### src/rtl/muldiv_pkg.sv
// Shared types and sizing for the iterative multiply/divide unit.
package muldiv_pkg;

    localparam int N     = 32;
    localparam int R     = 5;
    localparam int CNT_W = $clog2(N);

    typedef enum logic [1:0] {
        OP_MULTU = 2'b00,
        OP_MULT  = 2'b01,
        OP_DIVU  = 2'b10,
        OP_DIV   = 2'b11
    } op_t;

    typedef enum logic [1:0] {
        IDLE = 2'b00,
        RUN  = 2'b01,
        FIX  = 2'b10
    } state_t;

endpackage

### src/rtl/muldiv_if.sv
// Issue-side bundle: operation request, HI/LO state and the regfile write-back request.
interface muldiv_if;
    import muldiv_pkg::*;

    logic         start;
    op_t          op;
    logic [N-1:0] a;
    logic [N-1:0] b;
    logic         mf_req;
    logic         mf_sel;
    logic [R-1:0] mf_dst;
    logic         busy;
    logic [N-1:0] hi;
    logic [N-1:0] lo;
    logic         dz;
    logic         wb_we;
    logic [R-1:0] wb_wa;
    logic [N-1:0] wb_wd;

    modport master (
        output start, op, a, b, mf_req, mf_sel, mf_dst,
        input  busy, hi, lo, dz, wb_we, wb_wa, wb_wd
    );

    modport slave (
        input  start, op, a, b, mf_req, mf_sel, mf_dst,
        output busy, hi, lo, dz, wb_we, wb_wa, wb_wd
    );
endinterface

### src/rtl/muldiv_unit.sv
// Iterative shift-add multiply / restoring divide with HI/LO registers and
// a one-cycle move-from write request toward the register file.
module muldiv_unit
    import muldiv_pkg::*;
(
    input  logic     clk,
    input  logic     rst_n,
    muldiv_if.slave  bus
);

    state_t           state;
    op_t              op_q;
    logic [CNT_W-1:0] cnt;
    logic [2*N-1:0]   acc;
    logic [N-1:0]     mag_d;
    logic [N-1:0]     a_q;
    logic             neg_res;
    logic             neg_rem;
    logic [N-1:0]     hi_q, lo_q;
    logic             dz_q;
    logic             wb_we_q;
    logic [R-1:0]     wb_wa_q;
    logic [N-1:0]     wb_wd_q;

    logic             signed_in;
    logic             is_mul_in;
    logic             is_mul_q;
    logic [N-1:0]     mag_a_in, mag_b_in;
    logic [N:0]       mul_sum;
    logic [N:0]       div_shift;
    logic             div_ge;
    logic [N-1:0]     div_rem;

    assign signed_in = (bus.op == OP_MULT) || (bus.op == OP_DIV);
    assign is_mul_in = (bus.op == OP_MULTU) || (bus.op == OP_MULT);
    assign is_mul_q  = (op_q == OP_MULTU) || (op_q == OP_MULT);
    assign mag_a_in  = (signed_in && bus.a[N-1]) ? -bus.a : bus.a;
    assign mag_b_in  = (signed_in && bus.b[N-1]) ? -bus.b : bus.b;

    // Multiply keeps {partial product, remaining multiplier} in acc; divide keeps
    // {remainder, remaining dividend / growing quotient}. The remainder gets one
    // guard bit only for the compare, since the restored value always fits in N bits.
    assign mul_sum   = {1'b0, acc[2*N-1:N]} + {1'b0, (acc[0] ? mag_d : '0)};
    assign div_shift = {acc[2*N-1:N], acc[N-1]};
    assign div_ge    = div_shift >= {1'b0, mag_d};
    assign div_rem   = div_ge ? (div_shift[N-1:0] - mag_d) : div_shift[N-1:0];

    always_ff @(posedge clk or negedge rst_n) begin
        if (!rst_n) begin
            state   <= IDLE;
            op_q    <= OP_MULTU;
            cnt     <= '0;
            acc     <= '0;
            mag_d   <= '0;
            a_q     <= '0;
            neg_res <= 1'b0;
            neg_rem <= 1'b0;
            hi_q    <= '0;
            lo_q    <= '0;
            dz_q    <= 1'b0;
            wb_we_q <= 1'b0;
            wb_wa_q <= '0;
            wb_wd_q <= '0;
        end else begin
            // NOTE: non-blocking throughout so every branch sees pre-edge values of
            // hi/lo/acc, which is what lets a same-cycle mf_req return pre-op HI/LO.
            wb_we_q <= 1'b0;
            case (state)
                IDLE: begin
                    if (bus.mf_req) begin
                        wb_we_q <= (bus.mf_dst != '0);
                        wb_wa_q <= bus.mf_dst;
                        wb_wd_q <= bus.mf_sel ? hi_q : lo_q;
                    end
                    if (bus.start) begin
                        op_q    <= bus.op;
                        a_q     <= bus.a;
                        mag_d   <= is_mul_in ? mag_a_in : mag_b_in;
                        acc     <= {{N{1'b0}}, (is_mul_in ? mag_b_in : mag_a_in)};
                        neg_res <= signed_in && (bus.a[N-1] ^ bus.b[N-1]);
                        neg_rem <= signed_in && bus.a[N-1];
                        dz_q    <= 1'b0;
                        cnt     <= '0;
                        state   <= RUN;
                    end
                end
                RUN: begin
                    acc <= is_mul_q ? {mul_sum, acc[N-1:1]}
                                    : {div_rem, acc[N-2:0], div_ge};
                    cnt <= cnt + 1'b1;
                    if (cnt == CNT_W'(N-1)) state <= FIX;
                end
                FIX: begin
                    if (is_mul_q) begin
                        {hi_q, lo_q} <= neg_res ? -acc : acc;
                    end else if (mag_d == '0) begin
                        hi_q <= a_q;
                        lo_q <= '1;
                        dz_q <= 1'b1;
                    end else begin
                        lo_q <= neg_res ? -acc[N-1:0]   : acc[N-1:0];
                        hi_q <= neg_rem ? -acc[2*N-1:N] : acc[2*N-1:N];
                    end
                    state <= IDLE;
                end
                default: state <= IDLE;
            endcase
        end
    end

    assign bus.busy  = (state != IDLE);
    assign bus.hi    = hi_q;
    assign bus.lo    = lo_q;
    assign bus.dz    = dz_q;
    assign bus.wb_we = wb_we_q;
    assign bus.wb_wa = wb_wa_q;
    assign bus.wb_wd = wb_wd_q;

endmodule

### src/flat_wrapper.sv
// flat-port wrapper written by rule: the top's interface ports become plain ports
module muldiv_unit_flat import muldiv_pkg::*;
  (clk, rst_n, bus_start, bus_op, bus_a, bus_b, bus_mf_req, bus_mf_sel, bus_mf_dst, bus_busy, bus_hi, bus_lo, bus_dz, bus_wb_we, bus_wb_wa, bus_wb_wd);
  muldiv_if bus_i ();
  input  logic clk;
  input  logic rst_n;
  input wire logic [$bits(bus_i.start)-1:0] bus_start;
  input wire logic [$bits(bus_i.op)-1:0] bus_op;
  input wire logic [$bits(bus_i.a)-1:0] bus_a;
  input wire logic [$bits(bus_i.b)-1:0] bus_b;
  input wire logic [$bits(bus_i.mf_req)-1:0] bus_mf_req;
  input wire logic [$bits(bus_i.mf_sel)-1:0] bus_mf_sel;
  input wire logic [$bits(bus_i.mf_dst)-1:0] bus_mf_dst;
  output wire logic [$bits(bus_i.busy)-1:0] bus_busy;
  output wire logic [$bits(bus_i.hi)-1:0] bus_hi;
  output wire logic [$bits(bus_i.lo)-1:0] bus_lo;
  output wire logic [$bits(bus_i.dz)-1:0] bus_dz;
  output wire logic [$bits(bus_i.wb_we)-1:0] bus_wb_we;
  output wire logic [$bits(bus_i.wb_wa)-1:0] bus_wb_wa;
  output wire logic [$bits(bus_i.wb_wd)-1:0] bus_wb_wd;
  assign bus_i.start = bus_start;
  assign bus_i.op = bus_op;
  assign bus_i.a = bus_a;
  assign bus_i.b = bus_b;
  assign bus_i.mf_req = bus_mf_req;
  assign bus_i.mf_sel = bus_mf_sel;
  assign bus_i.mf_dst = bus_mf_dst;
  assign bus_busy = bus_i.busy;
  assign bus_hi = bus_i.hi;
  assign bus_lo = bus_i.lo;
  assign bus_dz = bus_i.dz;
  assign bus_wb_we = bus_i.wb_we;
  assign bus_wb_wa = bus_i.wb_wa;
  assign bus_wb_wd = bus_i.wb_wd;
  muldiv_unit u_core (.clk(clk), .rst_n(rst_n), .bus(bus_i));
endmodule
### config.mk
export PLATFORM = sky130hd
export DESIGN_NAME = muldiv_unit_flat
export DESIGN_NICKNAME = d
export VERILOG_FILES = /design/src/rtl/muldiv_pkg.sv /design/src/rtl/muldiv_if.sv /design/src/rtl/muldiv_unit.sv /design/src/flat_wrapper.sv
export SDC_FILE = /design/constraint.sdc
export NUM_CORES = 1
export LEC_CHECK = 0
export ABC_AREA = 1
export CORE_MARGIN = 2
export CORE_UTILIZATION = 40
export CTS_CLUSTER_SIZE = 8
export DETAILED_ROUTE_END_ITERATION = 7
export PLACE_DENSITY_LB_ADDON = 0.12
export SYNTH_ARGS = -nofsm -noshare
export SYNTH_HDL_FRONTEND = slang
export SYNTH_SLANG_ARGS = --single-unit
### constraint.sdc
create_clock -name clk -period 3.3 [get_ports clk]
set_input_delay 0.66 -clock clk [delete_from_list [all_inputs] [get_ports clk]]
set_output_delay 0.66 -clock clk [all_outputs]
set_load 0.1 [all_outputs]
==> summary.md <==
| Metric | Value |
|---|---|
| Status | finished clean |
| DR iter-0 viols | 2789 |
| Worst vdd ir | 0.000469 V |
| Reg-to-Reg End | u_core.acc[55] |
| CP required | 3.72 ns |
| Switching part of the total | 0.589 |
| F_max | 341 MHz |
| Netlist cell types | 55 |
| Number of global-route vias before repair | 22600 |
| Total gr overflow | 0 |
| DRC violations left | 0 |
| RSZ-0062 raised after global routing | false |
| Seq cells post-synth | 241 |
| Die Ht | 236 um |
| Tot Pwr | 30.3 mW |
| Worst rel slew slack | 0.417 |
| Die W | 236 um |
| Fin. max-slew vios | 0 |
| Root buffer selected by CTS | clkbuf_16 |
| Setup Viol. Count Final | 0 |
| CP endpoint kind | flip-flop |
| R2R setup slack | 0.36 ns |
| Clk slew on worst S/H paths | 0.06 ns |
| Clk sink count | 241 |
| Power per cell area | 1190 nW/um^2 |
| Row count | 84 |
| Clock Latency Late Sink | 0.55 ns |
| Worst r2r src | u_core.acc[0] |
| Reg power frac | 0.184 |
| Gate power share | 0.696 |
| Yosys Warn Count | 0 |
| Core area | 52800 um^2 |
| CP Launch Point | u_core.acc[0] |
| CTS H-Tree Depth | 2 |
| Area growth from synthesis to layout | 18.7% |
| HPWL after DPL | 83.1 mm |
| Synth area leaders | dfrtp_1 28%, nand2_1 20%, inv_1 8.0% |
| Post-synth EDFFs | 0 |
| Cell Area, Synth | 21500 um^2 |
| Setup CP Type | reg2reg |
| Initial cell density of the core | 0.407 |
| Wire per inst | 22.8 um |
| Post-synth ARST share | 1.00 |
| Internal power | 12.5 mW |
| Port-buffer cells | 179 |
| Ys flop type | dfrtp_1 |
| Switching power | 17.8 mW |
| Setup bufs post-CTS | 0 |
| Layout cells sized above 1 | 0.0932 |
| Synth cell count leaders | 1134 x nand2_1, 458 x inv_1, 345 x nor2_1, 299 x nand3_1, 269 x o21ai_0 |
| First-pass GRT wire length | 149 mm |
| Via-per-instance ratio | 5.51 |
| Synth Instances | 3525 |
| Critical Path Start Type | flip-flop |
| Fin crit share | 0.890 |
| Top-count cell post-synth | nand2_1 |
| Nets | 3895 |
| Syn_nets | 3673 |
| Clk network pwr share | 0.120 |
| Maximum capacitance violations | 0 |
| Worst-margin pin slew | 0.875 ns |
| Die ar. | 55500 um^2 |
| Routability cong. | 1.02 |
| TritonCTS clock tree | yes |
| DRT antenna net count | 0 |
| Final Skew | 0.0180 ns |
| Hold Crit Class | in2async |
| Synthesized area per cell | 6.09 um^2 |
| LEAKAGE | 12.9 nW |
| Total Wirelength | 101 mm |
| Min Clock Period, post-route | 2.94 ns |
| Setup_tns | 0 ns |
| Number of I/O pins | 180 |
| Critical Path AT | 3.36 ns |
| Gr usage total | 0.358 |
| Pin count of the biggest net entering global routing | 83 |
| Via count | 24500 |
| First-pass DRT Iterations | 6 |
| Sequential area share after synthesis | 0.281 |
| Top cell type's share of synthesized area | 0.281 |
| Worst r2r path cells | 15 |
| Initial antenna violation count | 0 |
| Final Hold Fails | 0 |
| Leading area contributor after synthesis | dfrtp_1 |
| CTS Buf Count | 37 |
| Worst-case clock buffer depth | 3 |
| CP max FO | 25 |
==> cell families (layout without fill, tap and decap cells) <==
group,count (synthesis),count (layout),synth area share
fa+ha+maj,72,72,0.0427
simple gates,1928,1928,0.375
flops,241,241,0.281
compound gates,585,585,0.152
xor+xnor,104,104,0.0424
other cells,0,1,0
buf+inv,595,826,0.108
==> sequential cells by signal, summed over array words and instances (netlist names), 2 cells and up <==
register and count:
u_core.bus.wb_wd 32, u_core.bus.wb_wa 5, u_core.acc 64, u_core.bus.hi 32
u_core.cnt 5, u_core.state 2, u_core.a_q 32, u_core.bus.lo 32
u_core.mag_d 32
==> routing by layer <==
layer / up-vias / track usage / part of all wire
li1: 11700 / - / -
met1: 11400 / 0.519 / 0.45
met2: 1182 / 0.523 / 0.42
met3: 171 / 0.0609 / 0.088
met4: 0 / 0.147 / 0.044
met5: - / 0 / 0
==> stage by stage <==
stage / setup WS, ns / utilization / std cells / instance area [um^2] / hold WS (ns)
2_1_floorplan: 0.720 / - / 3525 / 21500 / 0.364
3_3_place_gp: 0.225 / 0.463 / 4396 / 24400 / 0.464
3_5_place_dp: 0.249 / 0.463 / 4396 / 24400 / 0.468
4_1_cts: 0.296 / 0.483 / 4444 / 25500 / 0.154
5_1_grt: 0.0937 / 0.483 / 4444 / 25500 / 0.192
6_report: 0.364 / 0.483 / 4445 / 25500 / 0.144
==> worst max-delay path by stage <==
stage,endpoint,slack [ns],cells past startpoint
6_report,u_core.acc[55],0.36,15
5_1_grt,u_core.acc[55],0.09,15
4_1_cts,u_core.acc[55],0.30,15
3_5_place_dp,u_core.acc[14],0.25,10
3_3_place_gp,u_core.mag_d[20],0.22,9
2_1_floorplan,u_core.acc[53],0.72,17
==> worst max-delay path, stage by stage (launching register included) <==
cell	delay [ns]
dfrtp_1	0.45
buf_6	0.29
nand2_1	0.13
inv_1	0.09
ha_1	0.28
a21oi_1	0.21
o21ai_0	0.11
buf_4	0.17
a21oi_1	0.25
inv_1	0.10
nand2_1	0.12
nand3_1	0.11
nand2_1	0.08
nand3_1	0.17
nand3_1	0.16
nand2_1	0.08
==> layout by cell type, fill, tap and decap left out, types with 3 or more instances in the layout <==
| cell type | n |
|---|---|
| nand3b_1 | 11 |
| nand2_2 | 7 |
| o21bai_1 | 8 |
| a21boi_0 | 15 |
| o211ai_1 | 34 |
| inv_1 | 457 |
| ha_1 | 70 |
| a22oi_1 | 18 |
| inv_2 | 8 |
| or2_2 | 14 |
| nand3_2 | 3 |
| o31ai_1 | 3 |
| a21oi_1 | 185 |
| xor2_1 | 93 |
| buf_12 | 8 |
| nand2_1 | 1132 |
| nand3_1 | 299 |
| o21ai_0 | 269 |
| o21ai_1 | 17 |
| and3_1 | 3 |
| dfrtp_1 | 239 |
| a21o_1 | 4 |
| buf_4 | 226 |
| clkbuf_16 | 39 |
| nand4_1 | 46 |
| a21boi_1 | 3 |
| nor3_2 | 4 |
| nor3_1 | 24 |
| clkinv_2 | 3 |
| o21a_1 | 6 |
| nor4_1 | 9 |
| o221ai_1 | 7 |
| nor2_2 | 15 |
| nor2_1 | 343 |
| nor2_4 | 7 |
| clkdlybuf4s50_1 | 73 |
| and2_1 | 6 |
| clkbuf_1 | 3 |
| xnor2_1 | 11 |
==> area by class of cell <==
class                   count  area [um^2]
fillers                  5748        27300
multi-input cells        2689        13100
flip-flops and latches    241         6030
repair buffers            310         2620
inverters                 468         1760
clock buffers              44         1010
well taps                 688          861
clock inverters             4         48.8
diodes                      1         2.50
==> timing repair <==
action	in CTS	in global routing
endpoints found under the hold margin	0	0
gates resized for setup	0	1
setup endpoints to repair	0	1
hold buffers	0	0
==> power by group through the flow <==
stage | Clock (mW) | Combinational, mW | Sequential (mW)
after global routing | 3.81 | 22.8 | 5.63
after floorplan | 0 | 11.6 | 7.06
after global placement | 0 | 20.5 | 5.50
final | 3.64 | 21.1 | 5.58
after detailed placement | 0 | 20.4 | 5.51
after CTS | 3.69 | 20.5 | 5.47
No activity file was read; power rests on OpenSTA's default activity.
